### src/rtl/te_pkg.sv
// Shared types and default parameters for the transmission-estimate multiplier.
package te_pkg;

  localparam int TE_LANES  = 1;
  localparam int TE_FC_W   = 8;
  localparam int TE_FRAC_W = 14;
  localparam int TE_T0     = 1638;

  typedef enum logic {
    TE_MODE_PRODUCT = 1'b0,
    TE_MODE_TRANS   = 1'b1
  } te_mode_e;

endpackage

### src/rtl/te_multiplier_pipe_if.sv
// Stream, Inv_Ac load and output bundle for te_multiplier_pipe.
interface te_multiplier_pipe_if
  import te_pkg::*;
#(
  parameter int LANES  = TE_LANES,
  parameter int FC_W   = TE_FC_W,
  parameter int FRAC_W = TE_FRAC_W
) ();

  te_mode_e                    mode;
  logic [FRAC_W-1:0]           inv_ac_in;
  logic                        inv_ac_load;
  logic                        in_valid;
  logic                        in_ready;
  logic                        in_sof;
  logic [LANES*FC_W-1:0]       in_fc;
  logic                        out_valid;
  logic                        out_ready;
  logic                        out_sof;
  logic [LANES*FRAC_W-1:0]     out_data;
  logic [LANES-1:0]            out_sat;

  modport master (
    output mode, inv_ac_in, inv_ac_load, in_valid, in_sof, in_fc, out_ready,
    input  in_ready, out_valid, out_sof, out_data, out_sat
  );

  modport slave (
    input  mode, inv_ac_in, inv_ac_load, in_valid, in_sof, in_fc, out_ready,
    output in_ready, out_valid, out_sof, out_data, out_sat
  );

endinterface

### src/rtl/te_multiplier_pipe_lane.sv
// One lane of stage 2: saturate the product, optionally invert and floor at T0.
module te_lane
  import te_pkg::*;
#(
  parameter int FC_W   = TE_FC_W,
  parameter int FRAC_W = TE_FRAC_W,
  parameter int T0     = TE_T0
) (
  input  logic [FC_W+FRAC_W-1:0] prod,
  input  te_mode_e               mode,
  output logic [FRAC_W-1:0]      data,
  output logic                   sat
);

  localparam logic [FRAC_W-1:0] ONE_Q = {FRAC_W{1'b1}};
  localparam logic [FRAC_W-1:0] T0_Q  = FRAC_W'(T0);

  logic [FRAC_W-1:0] ps;
  logic [FRAC_W-1:0] t;

  always_comb begin
    sat  = |prod[FC_W+FRAC_W-1:FRAC_W];
    ps   = sat ? ONE_Q : prod[FRAC_W-1:0];
    // ps never exceeds ONE_Q, so the subtraction cannot underflow.
    t    = ONE_Q - ps;
    data = ps;
    if (mode == TE_MODE_TRANS) begin
      data = (t < T0_Q) ? T0_Q : t;
    end
  end

endmodule

### src/rtl/te_multiplier_pipe.sv
// Two-stage ready/valid multiplier computing w*Fc/Ac per lane, with a frame-aligned
// Inv_Ac shadow register so the scale factor only changes on start-of-frame beats.
module te_multiplier_pipe
  import te_pkg::*;
#(
  parameter int LANES  = TE_LANES,
  parameter int FC_W   = TE_FC_W,
  parameter int FRAC_W = TE_FRAC_W,
  parameter int T0     = TE_T0
) (
  input logic                 clk,
  input logic                 rst,
  te_multiplier_pipe_if.slave bus
);

  localparam int P_W = FC_W + FRAC_W;

  logic                    s1_valid_q, s1_valid_d;
  logic                    s1_sof_q,   s1_sof_d;
  te_mode_e                s1_mode_q,  s1_mode_d;
  logic [P_W-1:0]          s1_prod_q [LANES];
  logic [P_W-1:0]          s1_prod_d [LANES];

  logic                    s2_valid_q, s2_valid_d;
  logic                    s2_sof_q,   s2_sof_d;
  logic [LANES*FRAC_W-1:0] s2_data_q,  s2_data_d;
  logic [LANES-1:0]        s2_sat_q,   s2_sat_d;

  logic [FRAC_W-1:0]       active_q, active_d;
  logic [FRAC_W-1:0]       pend_q,   pend_d;
  logic                    pend_flag_q, pend_flag_d;

  logic                    s1_load, s2_load, accept;
  logic [FRAC_W-1:0]       beat_inv;
  logic [LANES*FRAC_W-1:0] lane_data;
  logic [LANES-1:0]        lane_sat;

  // NOTE: every signal driven here gets a default first so no path leaves it unassigned (no latch).
  always_comb begin
    s2_load = !s2_valid_q || bus.out_ready;
    s1_load = !s1_valid_q || s2_load;
    accept  = bus.in_valid && s1_load;
  end

  assign bus.in_ready = s1_load;

  // An sof beat takes the freshest scale: a same-cycle load beats the pending copy.
  always_comb begin
    active_d    = active_q;
    pend_d      = pend_q;
    pend_flag_d = pend_flag_q;
    beat_inv    = active_q;
    if (bus.inv_ac_load) begin
      pend_d      = bus.inv_ac_in;
      pend_flag_d = 1'b1;
    end
    if (accept && bus.in_sof) begin
      if (bus.inv_ac_load) begin
        active_d    = bus.inv_ac_in;
        beat_inv    = bus.inv_ac_in;
        pend_flag_d = 1'b0;
      end else if (pend_flag_q) begin
        active_d    = pend_q;
        beat_inv    = pend_q;
        pend_flag_d = 1'b0;
      end
    end
  end

  always_comb begin
    s1_valid_d = s1_valid_q;
    s1_sof_d   = s1_sof_q;
    s1_mode_d  = s1_mode_q;
    s1_prod_d  = s1_prod_q;
    if (s1_load) begin
      s1_valid_d = bus.in_valid;
    end
    if (accept) begin
      s1_sof_d  = bus.in_sof;
      s1_mode_d = bus.mode;
      for (int i = 0; i < LANES; i++) begin
        s1_prod_d[i] = P_W'(bus.in_fc[i*FC_W +: FC_W]) * P_W'(beat_inv);
      end
    end
  end

  for (genvar g = 0; g < LANES; g++) begin : g_lane
    te_lane #(
      .FC_W   (FC_W),
      .FRAC_W (FRAC_W),
      .T0     (T0)
    ) u_lane (
      .prod (s1_prod_q[g]),
      .mode (s1_mode_q),
      .data (lane_data[g*FRAC_W +: FRAC_W]),
      .sat  (lane_sat[g])
    );
  end

  always_comb begin
    s2_valid_d = s2_valid_q;
    s2_sof_d   = s2_sof_q;
    s2_data_d  = s2_data_q;
    s2_sat_d   = s2_sat_q;
    if (s2_load) begin
      s2_valid_d = s1_valid_q;
      if (s1_valid_q) begin
        s2_sof_d  = s1_sof_q;
        s2_data_d = lane_data;
        s2_sat_d  = lane_sat;
      end
    end
  end

  // NOTE: datapath registers are reset as well as the valids, so outputs read 0 while in reset.
  // NOTE: non-blocking assignments keep every flop sampling pre-edge values, independent of order.
  always_ff @(posedge clk or negedge rst) begin
    if (!rst) begin
      s1_valid_q  <= 1'b0;
      s1_sof_q    <= 1'b0;
      s1_mode_q   <= TE_MODE_PRODUCT;
      for (int i = 0; i < LANES; i++) begin
        s1_prod_q[i] <= '0;
      end
      s2_valid_q  <= 1'b0;
      s2_sof_q    <= 1'b0;
      s2_data_q   <= '0;
      s2_sat_q    <= '0;
      active_q    <= '0;
      pend_q      <= '0;
      pend_flag_q <= 1'b0;
    end else begin
      s1_valid_q  <= s1_valid_d;
      s1_sof_q    <= s1_sof_d;
      s1_mode_q   <= s1_mode_d;
      s1_prod_q   <= s1_prod_d;
      s2_valid_q  <= s2_valid_d;
      s2_sof_q    <= s2_sof_d;
      s2_data_q   <= s2_data_d;
      s2_sat_q    <= s2_sat_d;
      active_q    <= active_d;
      pend_q      <= pend_d;
      pend_flag_q <= pend_flag_d;
    end
  end

  assign bus.out_valid = s2_valid_q;
  assign bus.out_sof   = s2_sof_q;
  assign bus.out_data  = s2_data_q;
  assign bus.out_sat   = s2_sat_q;

endmodule

### src/flat_wrapper.sv
// flat-port wrapper written by rule: the top's interface ports become plain ports
module te_multiplier_pipe_flat import te_pkg::*;
#(
  parameter int LANES  = TE_LANES,
  parameter int FC_W   = TE_FC_W,
  parameter int FRAC_W = TE_FRAC_W,
  parameter int T0     = TE_T0
)
  (clk, rst, bus_mode, bus_inv_ac_in, bus_inv_ac_load, bus_in_valid, bus_in_sof, bus_in_fc, bus_out_ready, bus_in_ready, bus_out_valid, bus_out_sof, bus_out_data, bus_out_sat);
  te_multiplier_pipe_if #(.LANES(LANES), .FC_W(FC_W), .FRAC_W(FRAC_W)) bus_i ();
  input logic clk;
  input logic rst;
  input wire logic [$bits(bus_i.mode)-1:0] bus_mode;
  input wire logic [$bits(bus_i.inv_ac_in)-1:0] bus_inv_ac_in;
  input wire logic [$bits(bus_i.inv_ac_load)-1:0] bus_inv_ac_load;
  input wire logic [$bits(bus_i.in_valid)-1:0] bus_in_valid;
  input wire logic [$bits(bus_i.in_sof)-1:0] bus_in_sof;
  input wire logic [$bits(bus_i.in_fc)-1:0] bus_in_fc;
  input wire logic [$bits(bus_i.out_ready)-1:0] bus_out_ready;
  output wire logic [$bits(bus_i.in_ready)-1:0] bus_in_ready;
  output wire logic [$bits(bus_i.out_valid)-1:0] bus_out_valid;
  output wire logic [$bits(bus_i.out_sof)-1:0] bus_out_sof;
  output wire logic [$bits(bus_i.out_data)-1:0] bus_out_data;
  output wire logic [$bits(bus_i.out_sat)-1:0] bus_out_sat;
  assign bus_i.mode = bus_mode;
  assign bus_i.inv_ac_in = bus_inv_ac_in;
  assign bus_i.inv_ac_load = bus_inv_ac_load;
  assign bus_i.in_valid = bus_in_valid;
  assign bus_i.in_sof = bus_in_sof;
  assign bus_i.in_fc = bus_in_fc;
  assign bus_i.out_ready = bus_out_ready;
  assign bus_in_ready = bus_i.in_ready;
  assign bus_out_valid = bus_i.out_valid;
  assign bus_out_sof = bus_i.out_sof;
  assign bus_out_data = bus_i.out_data;
  assign bus_out_sat = bus_i.out_sat;
  te_multiplier_pipe #(.LANES(LANES), .FC_W(FC_W), .FRAC_W(FRAC_W), .T0(T0)) u_core (.clk(clk), .rst(rst), .bus(bus_i));
endmodule
### config.mk
export PLATFORM = sky130hd
export DESIGN_NAME = te_multiplier_pipe_flat
export DESIGN_NICKNAME = d
export VERILOG_FILES = /design/src/rtl/te_pkg.sv /design/src/rtl/te_multiplier_pipe_if.sv /design/src/rtl/te_multiplier_pipe_lane.sv /design/src/rtl/te_multiplier_pipe.sv /design/src/flat_wrapper.sv
export SDC_FILE = /design/constraint.sdc
export NUM_CORES = 1
export LEC_CHECK = 0
export CAP_MARGIN = 20
export CELL_PAD_IN_SITES_DETAIL_PLACEMENT = 1
export CELL_PAD_IN_SITES_GLOBAL_PLACEMENT = 1
export CORE_UTILIZATION = 52
export CTS_BUF_LIST = sky130_fd_sc_hd__clkbuf_8
export DETAILED_ROUTE_END_ITERATION = 10
export GPL_TIMING_DRIVEN = 1
export PLACE_DENSITY_LB_ADDON = 0.1
export SLEW_MARGIN = 20
export SYNTH_ARGS = -nofsm -noshare
export SYNTH_HDL_FRONTEND = slang
export SYNTH_SLANG_ARGS = --single-unit
### constraint.sdc
create_clock -name clk -period 14.7 [get_ports clk]
set_input_delay 2.94 -clock clk [delete_from_list [all_inputs] [get_ports clk]]
set_output_delay 2.94 -clock clk [all_outputs]
set_load 0.05 [all_outputs]
==> results by group <==
Status
  • Outcome: completed

Critical path
  • Crit path required time: 15.00 ns
  • CP startpoint kind: primary input
  • CP max FO: 17
  • Critical Path AT: between 9 and 10 ns
  • Crit Path Class: in2reg
  • CP Capture Type: register

Synth
  • Number of distinct library cells after synthesis: 61
  • Post-synthesis sequential area ratio: 26.4%
  • Area contributors post-synth: dfrtp_1, fa_1, ha_1, nor2b_1, inv_1
  • Register bit total from synthesis: 71
  • Cell Area, Synth: 6740 µm²
  • Mapped Cells: 730
  • Top cell type's share of synthesized area: approximately a quarter
  • Syn Nets: around 870
  • Count leader, synth: inv_1
  • Yosys Warn Count: 0
  • Post-synth ARST share: 100%
  • EDFF count, synth: 0
  • Synth area leader: dfrtp_1
  • Synth cell count leaders: inv_1, nor2b_1, fa_1, dfrtp_1, nand2_1
  • Synth Flop Type: dfrtp_1
  • Syn_area_per_cell: 9.23 µm²

GRT
  • Grt ovf: 0
  • First-pass GRT wire length: between 20000 and 30000 µm
  • Met2 Track Usage GR: roughly 51%
  • Initial antenna violation count: 0
  • Total GRT Usage: around 28%
  • Largest net degree at the start of global routing: between 70 and 80
  • Global route hottest layer: met2
  • GR Util met1: between 30% and 40%
  • GR Util met3: between 4 and 5%
  • Number of global-route vias before repair: between 5000 and 6000

Floorplanning
  • Initial Util: a little over half
  • Total core area: roughly 13000 µm²
  • Die Ht: approximately 120 µm
  • Core Rows: 41
  • Width of the die: 116 µm
  • Die ar.: approximately 13000 µm²
  • I/O pin total: 47

CTS
  • Post-CTS Hold Buffers: 0
  • Clock buffer depth: 2
  • Clock sink total: 71
  • Root buffer cell: clkbuf_8
  • TritonCTS clock tree: yes
  • H-tree depth: 3
  • Post-CTS sizing: 0
  • CTS buffer count: 9
  • Worst-path clk slew: about 0.080 ns
  • # Post-CTS Setup Buffers: 0
  • Worst-Skew Late Latency: about 0.37 ns

STA
  • Fmax: around 100 MHz
  • Endpoints failing setup: 0
  • Min Tclk post-route: between 9 and 10 ns
  • Final Skew: 0.0117 ns
  • Final period utilization: about two thirds
  • Setup_tns: 0 ns
  • Slew Limit Fails: 0
  • Final hold violation count: 0
  • Unrepaired setup endpoints after global routing: no
  • Slew at the pin closest to its max-slew limit: around 0.92 ns
  • Slew HR: between 30% and 40%

Routing
  • Antenna viol nets, final: 0
  • DR WL/cell: 17.5 µm
  • DR pass1 iterations: 4
  • Vias: between 5000 and 6000
  • Vias per Instance: about 5.5
  • # DRC: 0
  • Drt first-iter violations: between 200 and 300
  • Routed WL: ~16000 µm

Cells and area
  • Design Area, Final: roughly 7500 µm²
  • Share of layout cells above drive strength 1: under 10%
  • Diodes inserted: 0
  • Final net count: 906
  • Area grow syn2layout: 11.1%

Place
  • Placer Congestion: 0.874
  • Detailed placement HPWL: approximately 13000 µm
  • IO Port Bufs: 46
  • DP Area: approximately 7300 µm²

Flow run
  • Max-cap violation count: 0

Power and ir drop
  • Power density over cell area: about 230 nW/µm²
  • Peak supply drop: ~0.2 mV
  • Leakage: 3.59 nW

Worst hold path
  • Hold WC Path Type: reg2reg
worst paths after layout:
path,start,to,slack [ns],cells after the start
worst min-delay path,u_core.s1_sof_q,u_core.s1_sof_q,0.48,2
worst max-delay path,bus_inv_ac_load,u_core.s1_prod_q[21],5.12,17
worst min register to register,u_core.s1_sof_q,u_core.s1_sof_q,0.48,2
max in group asynchronous,rst,u_core.bus.out_data[12],11.39,1
min in group asynchronous,rst,u_core.active_q[8],2.71,1
worst max register to register,u_core.s1_valid_q,u_core.s1_prod_q[21],8.09,16
cells by family after synthesis:
family | Yosys count | synth area share, %
AND/OR/NAND/NOR | 260 | 20.6
buffers and inverters | 142 | 8.22
adder cells (fa/ha/maj) | 114 | 29.2
AO/OA/AOI/OAI | 107 | 10.3
flip-flops | 71 | 26.4
multiplexers | 23 | 3.60
XOR/XNOR | 13 | 1.69
sequential cells by signal, summed over array words and instances (netlist names):
name and cells:
u_core.s1_valid_q 1, u_core.bus.out_sat 1, u_core.s1_prod_q 22, u_core.bus.out_sof 1, u_core.s1_sof_q 1, u_core.s1_mode_q 1, u_core.pend_flag_q 1, u_core.pend_q 14
u_core.bus.out_valid 1, u_core.bus.out_data 14, u_core.active_q 14
metrics by stage:
stage / hold slack (ns) / instances / util (%) / total power, W / setup slack, ns
6_report: 0.480 / 940 / 59.3 / 0.00173 / 5.12
5_1_grt: 0.509 / 940 / 59.3 / 0.00193 / 4.79
4_1_cts: 0.488 / 939 / 59.2 / 0.00175 / 4.66
3_5_place_dp: 0.462 / 923 / 57.9 / 0.00159 / 4.36
3_3_place_gp: 0.457 / 923 / 57.9 / 0.00154 / 4.58
2_1_floorplan: 0.439 / 730 / - / 0.00129 / 6.07
area by class of cell:
type	count	area [µm²]
Sequential cell	71	1780
Tap cell	172	215
Clock inverter	6	37.5
Inverter	116	435
Timing Repair Buffer	48	477
Multi-Input combinational cell	517	4410
Fill cell	1507	5130
Clock buffer	10	138
per-layer routing:
layer / routed length [µm] / up-vias
met1: 6900 / 2664
li1: - / 2390
met2: 8540 / 78
met3: 520 / 30
met4: 476 / 0
met5: 0 / -
worst max-delay path, stage by stage:
cell and delay (ns):
clkdlybuf4s50_1 1.01, nor2_1 0.15, nand4b_1 0.45, buf_6 0.30, mux2i_1 0.72, nor2b_1 0.18, fa_1 0.61, fa_1 0.44
fa_1 0.55, inv_1 0.05, fa_1 0.53, inv_1 0.04, ha_1 0.35, a21oi_1 0.37, o221ai_1 0.32, or4b_2 0.70
o211ai_1 0.17
cells in the final DEF, fill, tap and decap left out, types with 8 or more instances in the layout:
master	instances
a21oi_1	37
inv_1	117
nor2b_1	81
mux2i_1	16
nand2b_1	14
xor2_1	8
o21ai_0	32
nor2_1	37
ha_1	42
fa_1	72
and2_1	17
dfrtp_1	71
nand2_1	69
clkbuf_8	10
clkdlybuf4s50_1	45
nand3_1	10
where the power goes:
part | total (W) | switching, W | internal, W
logic | 0.00130 | 0.000800 | 0.000496
clock network | 0.000145 | 0.0000805 | 0.0000649
registers | 0.000287 | 0.0000361 | 0.000251
total | 0.00173 | 0.000917 | 0.000813
No activity file was read; power rests on OpenSTA's default activity.
